===== config.mk =====
export PLATFORM = sky130hd
export DESIGN_NAME = tournament_branch_predictor
export DESIGN_NICKNAME = d
export VERILOG_FILES = /design/src/rtl/tournament_branch_predictor.sv
export SDC_FILE = /design/constraint.sdc
export NUM_CORES = 2
export LEC_CHECK = 0
export ABC_CLOCK_PERIOD_IN_PS = 20100
export BUFFER_PORTS_ARGS = -buffer_cell sky130_fd_sc_hd__buf_2
export CAP_MARGIN = 40
export CORE_UTILIZATION = 53
export CTS_CLUSTER_DIAMETER = 30
export DETAILED_ROUTE_END_ITERATION = 8
export PLACE_DENSITY = 0.7
export REMOVE_ABC_BUFFERS = 1
export SETUP_SLACK_MARGIN = 0.4
export SLEW_MARGIN = 20
export SYNTH_ARGS = -nofsm -noshare
export SYNTH_HDL_FRONTEND = slang
export SYNTH_SLANG_ARGS = --single-unit

===== constraint.sdc =====
create_clock -name clk -period 20.1 [get_ports clk]
set_input_delay 6.03 -clock clk [delete_from_list [all_inputs] [get_ports clk]]
set_output_delay 6.03 -clock clk [all_outputs]
set_load 0.01 [all_outputs]

===== src/rtl/tournament_branch_predictor.sv =====
// ---------------------------------------------------------------------------
// tournament_branch_predictor
//
// Tournament direction predictor: a per-PC local-history predictor and a
// gshare global predictor, arbitrated by a per-PC chooser.
//
// - The IF prediction is produced combinationally from the current table state.
// - The indices and predictions used at IF are captured in an IF/ID snapshot.
//   Training strobes issued when the branch resolves in ID therefore update
//   exactly the entries that produced the prediction.
//
// Ports:
//   clk, rst                  clock, synchronous active-high reset
//   if_pc                     PC being fetched
//   if_id_load / if_id_flush  IF/ID snapshot load / flush (flush wins)
//   id_br_en                  resolved branch direction in ID
//   ghr_load, bht_load        shift id_br_en into GHR / local history
//   increment_pht             strengthen taken on local and global PHT entries
//   decrement_pht             strengthen not-taken on the same entries
//   increment_tournament_pht  move the chooser toward global
//   decrement_tournament_pht  move the chooser toward local
//   if_br_pr                  IF chosen prediction (combinational)
//   id_local_pr               snapshotted local prediction
//   id_global_pr              snapshotted global prediction
//   id_br_pr                  snapshotted chosen prediction
// ---------------------------------------------------------------------------
module tournament_branch_predictor #(
    parameter int GHR_WIDTH    = 8,
    parameter int BHT_IDX_BITS = 6,
    parameter int LHR_WIDTH    = 8
) (
    input  logic        clk,
    input  logic        rst,
    input  logic [31:0] if_pc,
    input  logic        if_id_load,
    input  logic        if_id_flush,
    input  logic        id_br_en,
    input  logic        ghr_load,
    input  logic        bht_load,
    input  logic        increment_pht,
    input  logic        decrement_pht,
    input  logic        increment_tournament_pht,
    input  logic        decrement_tournament_pht,
    output logic        if_br_pr,
    output logic        id_local_pr,
    output logic        id_global_pr,
    output logic        id_br_pr
);
    localparam int GPHT_ENTRIES = 1 << GHR_WIDTH;
    localparam int BHT_ENTRIES  = 1 << BHT_IDX_BITS;
    localparam int LPHT_ENTRIES = 1 << LHR_WIDTH;

    logic [GHR_WIDTH-1:0] ghr;
    logic [LHR_WIDTH-1:0] bht     [BHT_ENTRIES];
    logic [1:0]           lpht    [LPHT_ENTRIES];
    logic [1:0]           gpht    [GPHT_ENTRIES];
    logic [1:0]           chooser [GPHT_ENTRIES];

    // IF-side lookup
    logic [BHT_IDX_BITS-1:0] if_lidx;
    logic [LHR_WIDTH-1:0]    if_lhist;
    logic [GHR_WIDTH-1:0]    if_gidx;
    logic [GHR_WIDTH-1:0]    if_cidx;
    logic                    if_local_pr;
    logic                    if_global_pr;

    // IF/ID snapshot
    logic                    snap_valid;
    logic [BHT_IDX_BITS-1:0] snap_lidx;
    logic [LHR_WIDTH-1:0]    snap_lhist;
    logic [GHR_WIDTH-1:0]    snap_gidx;
    logic [GHR_WIDTH-1:0]    snap_cidx;
    logic                    snap_local_pr;
    logic                    snap_global_pr;
    logic                    snap_chosen_pr;

    // PC bits that no index uses
    logic unused_pc_bits;
    assign unused_pc_bits = ^{if_pc[31:GHR_WIDTH+2], if_pc[1:0]};

    assign if_lidx      = if_pc[BHT_IDX_BITS+1:2];
    assign if_lhist     = bht[if_lidx];
    assign if_local_pr  = lpht[if_lhist][1];
    assign if_cidx      = if_pc[GHR_WIDTH+1:2];
    assign if_gidx      = if_cidx ^ ghr;
    assign if_global_pr = gpht[if_gidx][1];
    assign if_br_pr     = chooser[if_cidx][1] ? if_global_pr : if_local_pr;

    assign id_local_pr  = snap_local_pr;
    assign id_global_pr = snap_global_pr;
    assign id_br_pr     = snap_chosen_pr;

    // 2-bit saturating counter step; opposing strobes cancel.
    function automatic logic [1:0] sat_step(input logic [1:0] cnt,
                                            input logic inc,
                                            input logic dec);
        logic [1:0] nxt;
        nxt = cnt;
        if (inc && !dec && cnt != 2'b11) nxt = cnt + 2'd1;
        if (dec && !inc && cnt != 2'b00) nxt = cnt - 2'd1;
        return nxt;
    endfunction

    // Table training. It is indexed only by the snapshot and gated by its valid bit.
    // An IF lookup in the same cycle sees the pre-update state.
    always_ff @(posedge clk) begin
        if (rst) begin
            ghr <= '0;
            for (int i = 0; i < BHT_ENTRIES; i++)  bht[i]  <= '0;
            for (int i = 0; i < LPHT_ENTRIES; i++) lpht[i] <= 2'b01;
            for (int i = 0; i < GPHT_ENTRIES; i++) begin
                gpht[i]    <= 2'b01;
                chooser[i] <= 2'b01;
            end
        end else if (snap_valid) begin
            if (ghr_load)
                ghr <= {ghr[GHR_WIDTH-2:0], id_br_en};
            if (bht_load)
                bht[snap_lidx] <= {bht[snap_lidx][LHR_WIDTH-2:0], id_br_en};
            lpht[snap_lhist]   <= sat_step(lpht[snap_lhist], increment_pht, decrement_pht);
            gpht[snap_gidx]    <= sat_step(gpht[snap_gidx], increment_pht, decrement_pht);
            chooser[snap_cidx] <= sat_step(chooser[snap_cidx],
                                           increment_tournament_pht,
                                           decrement_tournament_pht);
        end
    end

    // IF/ID snapshot. Flush has priority over load.
    // A flush clears the whole entry, so a flushed slot can never train.
    always_ff @(posedge clk) begin
        if (rst || if_id_flush) begin
            snap_valid     <= 1'b0;
            snap_lidx      <= '0;
            snap_lhist     <= '0;
            snap_gidx      <= '0;
            snap_cidx      <= '0;
            snap_local_pr  <= 1'b0;
            snap_global_pr <= 1'b0;
            snap_chosen_pr <= 1'b0;
        end else if (if_id_load) begin
            snap_valid     <= 1'b1;
            snap_lidx      <= if_lidx;
            snap_lhist     <= if_lhist;
            snap_gidx      <= if_gidx;
            snap_cidx      <= if_cidx;
            snap_local_pr  <= if_local_pr;
            snap_global_pr <= if_global_pr;
            snap_chosen_pr <= if_br_pr;
        end
    end

endmodule


* Word level (Yosys, flattened, before mapping) *
Memories as Yosys holds them, arrays and structs flattened. A register that Yosys moved wholly into a read port is not among the register bits.
Cells that the tools add are included.

word-level totals
  latch bits = 0
  bits of input ports = 43
  memories kept = 4
  register bits = 42
  memory bits (read-only) = 0
  memory bits (writable) = 2048
  word-level logic and storage cells = 88

memory list
  name     words  width  read ports  clocked after memory_dff  wr ports  line  RTL
  bht      64     8      2           1                         64        54    logic [LHR_WIDTH-1:0] bht [BHT_ENTRIES];
  chooser  256    2      2           1                         256       57    logic [1:0] chooser [GPHT_ENTRIES];
  gpht     256    2      2           1                         256       56    logic [1:0] gpht [GPHT_ENTRIES];
  lpht     256    2      2           1                         256       55    logic [1:0] lpht [LPHT_ENTRIES];

operators by class
  multipliers = 0
  magnitude comparators = 0
  reduce and logical (&&, ||, !) cells = 23
  shift-type cells = 0
  equality and inequality tests = 3
  $add $sub $neg = 6
  multiplexer cells = 42
  bitwise logic cells = 1
  div/mod/pow operators = 0

operators with widths
  operator             number
  $mux 8               10
  $mux 2               15
  $mux 6               3
  $mux 1               14
  $logic_and 1x1->1    10
  $reduce_or 8->1      1
  $xor 8x8->8          1
  $add 2x1->2 const B  3
  $ne 2x2->1 const B   3
  $reduce_bool 2->1    3
  $reduce_or 2->1      3
  $sub 2x1->2 const B  3
  $logic_not 1->1      4
  $reduce_and 2->1     1
  $logic_or 1x1->1     1

* Longest topological paths before layout *
  word-level depth = 8
  depth in mapped cells = 20
  gate-level depth less buffers = 12

* Worst setup path before layout *
Ideal clock, no wire load.

  path type = input-to-output
  from = input if_pc[3]
  to = output if_br_pr
  slack = 4.488 ns
  data arrival time = 9.582 ns
  required time = 14.070 ns
  stages = 11
  cell sequence = buf_2 > buf_2 > buf_2 > buf_1 > buf_1 > mux4_2 > mux4_2 > mux4_2 > mux4_2 > o41ai_2 > inv_1

on the way
  word-level cells in the longest chain between the ends = 3
  elaborated cells on any way between the ends = 6

ends and longest elaborated chain
  what                                                line  RTL
  from (decl)                                         34    input logic [31:0] if_pc,
  $mem_v2 64x8 / $xor 8x8->8 (equally long branches)  --
  $mem_v2 256x2 (on tied branches)                    --
  $mux 1 *                                            87    assign if_br_pr = chooser[if_cidx][1] ? if_global_pr : if_local_pr;
  to (decl)                                           44    output logic if_br_pr,

Every way passes the cells marked *; elsewhere a longest branch is shown, timed or not.

* Final worst setup path *
  from = input if_pc[4]
  to = output if_br_pr

Same word-level chain as after synthesis.

==> results.rst <==
.. list-table::
   :header-rows: 1

   * - Metric
     - Value
   * - Floorplan die area
     - 211000 um2
   * - Maximum net fanout on the critical path
     - 32
   * - Most frequently used flop master after synthesis
     - edfxtp_1
   * - Pins over their slew limit
     - 0
   * - HPWL after DPL
     - 208000 um
   * - Number of cells produced by synthesis
     - 8033
   * - Worst endpoint data arrival time
     - 12.23 ns
   * - Antenna violations before repair
     - 13
   * - CP max stage delay
     - 0.73 ns
   * - Number of placed cells counting well taps
     - 10128
   * - Number of synthesized register bits
     - 2108
   * - Number of flops mapped to enable cells by yosys
     - 2048
   * - Final period util
     - 0.909
   * - Post-synth cell types
     - 76
   * - Cell repeated most along the worst path
     - buf_4
   * - Cell taking the most area after synthesis
     - edfxtp_1
   * - Mean cell area of the mapped netlist
     - 13.8 um2
   * - Sum Neg Setup Slack
     - 0 ns
   * - First drt pass iteration count
     - 9
   * - Post CTS Setup Buffer Count
     - 0
   * - Post-synthesis async set-or-reset flop share
     - 0
   * - Most common cell after layout, fill and taps aside
     - edfxtp_1
   * - CTS Buf Count
     - 465
   * - Number of buffer cells added on primary ports
     - 22
   * - Share of final-layout standard cells stronger than drive strength 1
     - 0.266
   * - Endpoint required time on the critical path
     - 14.07 ns
   * - Number of sinks on the clock net
     - 2108
   * - Count of maximum capacitance violations
     - 0
   * - Design area
     - 130000 um2
   * - Die width
     - 459 um
   * - Worst hold-check path type
     - flop to flop
   * - Transition at the pin with the smallest max-transition slack
     - 1.12 ns
   * - Final routed wirelength across all metal layers
     - 341000 um
   * - Fraction of the yosys area taken by sequential cells
     - 0.566
   * - Final critical-path required period
     - 18.26 ns
   * - Number of global-route vias before repair
     - 77456
   * - Most used cells in the layout excluding fill and tap cells
     - edfxtp_1, mux4_2, nand3_1, nor3_1, a21o_1
   * - Status
     - complete, but fails checks
   * - Final std cells w/o fill
     - 11009
   * - Violations in the final reports
     - design-rule violations
   * - Slowest CP cell
     - o41ai_2
   * - Critical setup path kind
     - primary input to primary output
   * - Pre-CTS setup slack
     - 2.08 ns
   * - Aggregate global routing overflow
     - 0
   * - Setup repair after global routing missed its margin
     - no
   * - GRT Util Overall
     - 0.322
   * - Peak supply drop
     - 0.0866 mV
   * - Number of vias in the routed layout
     - 77427
   * - Setup slack after layout
     - 1.84 ns
   * - Kind of capture point of the worst setup path
     - primary output
   * - Quantity of hold-fixing buffers added after cts
     - 0
   * - Total of cells resized after clock tree synthesis
     - 0
   * - Instance area after placement
     - 114000 um2
   * - Buffer levels on the longest clock path
     - 4
   * - Drc violations
     - 2
   * - Cell family contributing the most delay on the critical path
     - simple AND/OR/NAND/NOR gates
   * - Worst-case headroom to the max-slew limit
     - 0.252
   * - Sum of buffers and inverters on the critical path
     - 6
   * - Area of the core
     - 207000 um2
   * - Htree depth
     - 5
   * - TritonCTS clock tree
     - yes
   * - Final Hold Violating Endpoints
     - 0
   * - NumNets Final
     - 7881
   * - Vias per inst
     - 7.03
   * - Power density of the placed cells
     - 105 nW/um2
   * - Dominant cells by area after synthesis
     - edfxtp_1, mux4_2, a21o_1
   * - Area taken by flip-flops and latches
     - 62700 um2
   * - Later-pin clock latency in the skew report
     - 0.99 ns
   * - Startpoint Class
     - primary input
   * - Chip Height
     - 459 um
   * - Filler cell count in the final layout
     - 14897
   * - Total setup violations reported at the end of the flow
     - 0
   * - Area overhead of the layout relative to synthesis
     - 17.0%
   * - Leakage power
     - 41.9 nW
   * - Starting density of the core
     - 0.534
   * - Yosys synthesis warning count
     - 0
   * - Clock transition at the registers of the reported paths
     - 0.04 ns
   * - First-pass GRT wire length
     - 504000 um
   * - Routed len/inst
     - 31.0 um
   * - Post-Synthesis Cell Area
     - 111000 um2
   * - Area used by multi-input combinational logic
     - 44300 um2
   * - Pin count of the biggest net entering global routing
     - 169
   * - Worst Skew
     - 0.0503 ns
   * - Antenna Nets Post-Route
     - 0
   * - Max Clock Freq
     - 0.0548 GHz
   * - Total design power
     - 13.6 mW
   * - Final weighted congestion of routability-driven global placement
     - 0.916
   * - Count of boundary I/O pins
     - 47
   * - Placement Rows
     - 167
   * - Number of design-rule violations left by the first detailed-router iteration
     - 11752
   * - Share of the synthesized area in the top cell type
     - 0.555
   * - Root Buffer Master
     - clkbuf_16
   * - List of cells traversed by the critical path
     - buf_4, buf_4, mux4_2, mux2i_1, nor2_1, or4_1, and2_1, buf_4, nor2_1, buf_4, a32oi_1, and3_1, a2111oi_1, nor4_1, o41ai_2, inv_1, buf_2
-- layout make-up --
type                       instances  share of cell area
tap                             2788              0.0269
antenna                            8            0.000155
clock buffer                     534              0.0930
inverter                          17            0.000493
sequential                      2108               0.484
clock inverter                   314              0.0257
timing repair buffer             330              0.0275
multi-input combinational       4910               0.342
-- flip-flops by register name, indices dropped and copies added (netlist names), named ones only --
signal,count
snap_lhist,8
id_global_pr,1
snap_valid,1
snap_cidx,3
snap_lidx,5
snap_gidx,8
gpht,512
id_br_pr,1
bht,512
chooser,512
lpht,512
id_local_pr,1
ghr,8
-- synth_stat cells (all sizes together), types with 32 or more instances --
| master | n |
|---|---|
| and3 | 75 |
| nor3 | 769 |
| nand2 | 323 |
| dfxtp | 60 |
| buf | 358 |
| clkbuf | 640 |
| nor2 | 656 |
| mux4 | 957 |
| nand3 | 809 |
| or2 | 32 |
| o21bai | 57 |
| nand2b | 150 |
| mux2i | 134 |
| a22oi | 32 |
| edfxtp | 2048 |
| a21o | 640 |
-- per-layer routing --
metal,vias up,track usage,part of all wire,routed length [um]
met5,-,0,0.00016,55
met4,8,0.159,0.052,17900
met3,1090,0.0800,0.13,46100
met2,5991,0.494,0.46,159000
met1,39048,0.430,0.35,119000
li1,31290,-,-,-
-- power by group --
part	internal [mW]	switching [mW]	total, mW
registers	4.91	0.0705	4.98
logic	0.389	0.725	1.11
clock network	5.04	2.43	7.47
-- worst reg2reg max path, stage by stage (launching register included) --
cell,delay (ns)
dfxtp_4,0.81
buf_12,0.71
mux4_2,0.65
mux4_2,0.56
mux4_2,0.55
mux4_2,0.62
inv_1,0.12
ha_1,0.13
nand2b_1,0.13
o21ai_0,0.20
xnor2_4,0.49
buf_4,0.72
buf_4,0.55
buf_16,0.30
buf_4,0.48
buf_16,0.31
nand3_1,0.19
-- stage by stage --
step           hold slack (ns)  utilization
2_1_floorplan            0.443            -
3_3_place_gp             0.472        0.542
3_5_place_dp             0.478        0.549
4_1_cts                  0.485        0.623
5_1_grt                  0.508        0.625
6_report                 0.479        0.625
-- kinds of logic (layout without fill, tap and decap cells) --
logic type / after synthesis / count (layout) / share of synthesized area
xor gates and xnor gates: 11 / 11 / 0.000938
DFF: 2108 / 2108 / 0.566
other: 0 / 8 / 0
AOI/OAI and AO/OA: 878 / 878 / 0.0592
adders and majority gates: 6 / 6 / 0.000678
muxes: 1109 / 1109 / 0.209
buffers and inverters: 1015 / 1195 / 0.0399
and+or+nand+nor: 2906 / 2906 / 0.124
-- path summary, 6_finish.rpt --
check	start	to	slack (ns)	cells after the start
max	if_pc[4]	if_br_pr	1.84	17
min reg2reg	id_br_pr	id_br_pr	0.48	2
max reg2reg	flop	chooser[69][0]	12.30	16
min	id_br_pr	id_br_pr	0.48	2
No activity file was read; power rests on OpenSTA's default activity.
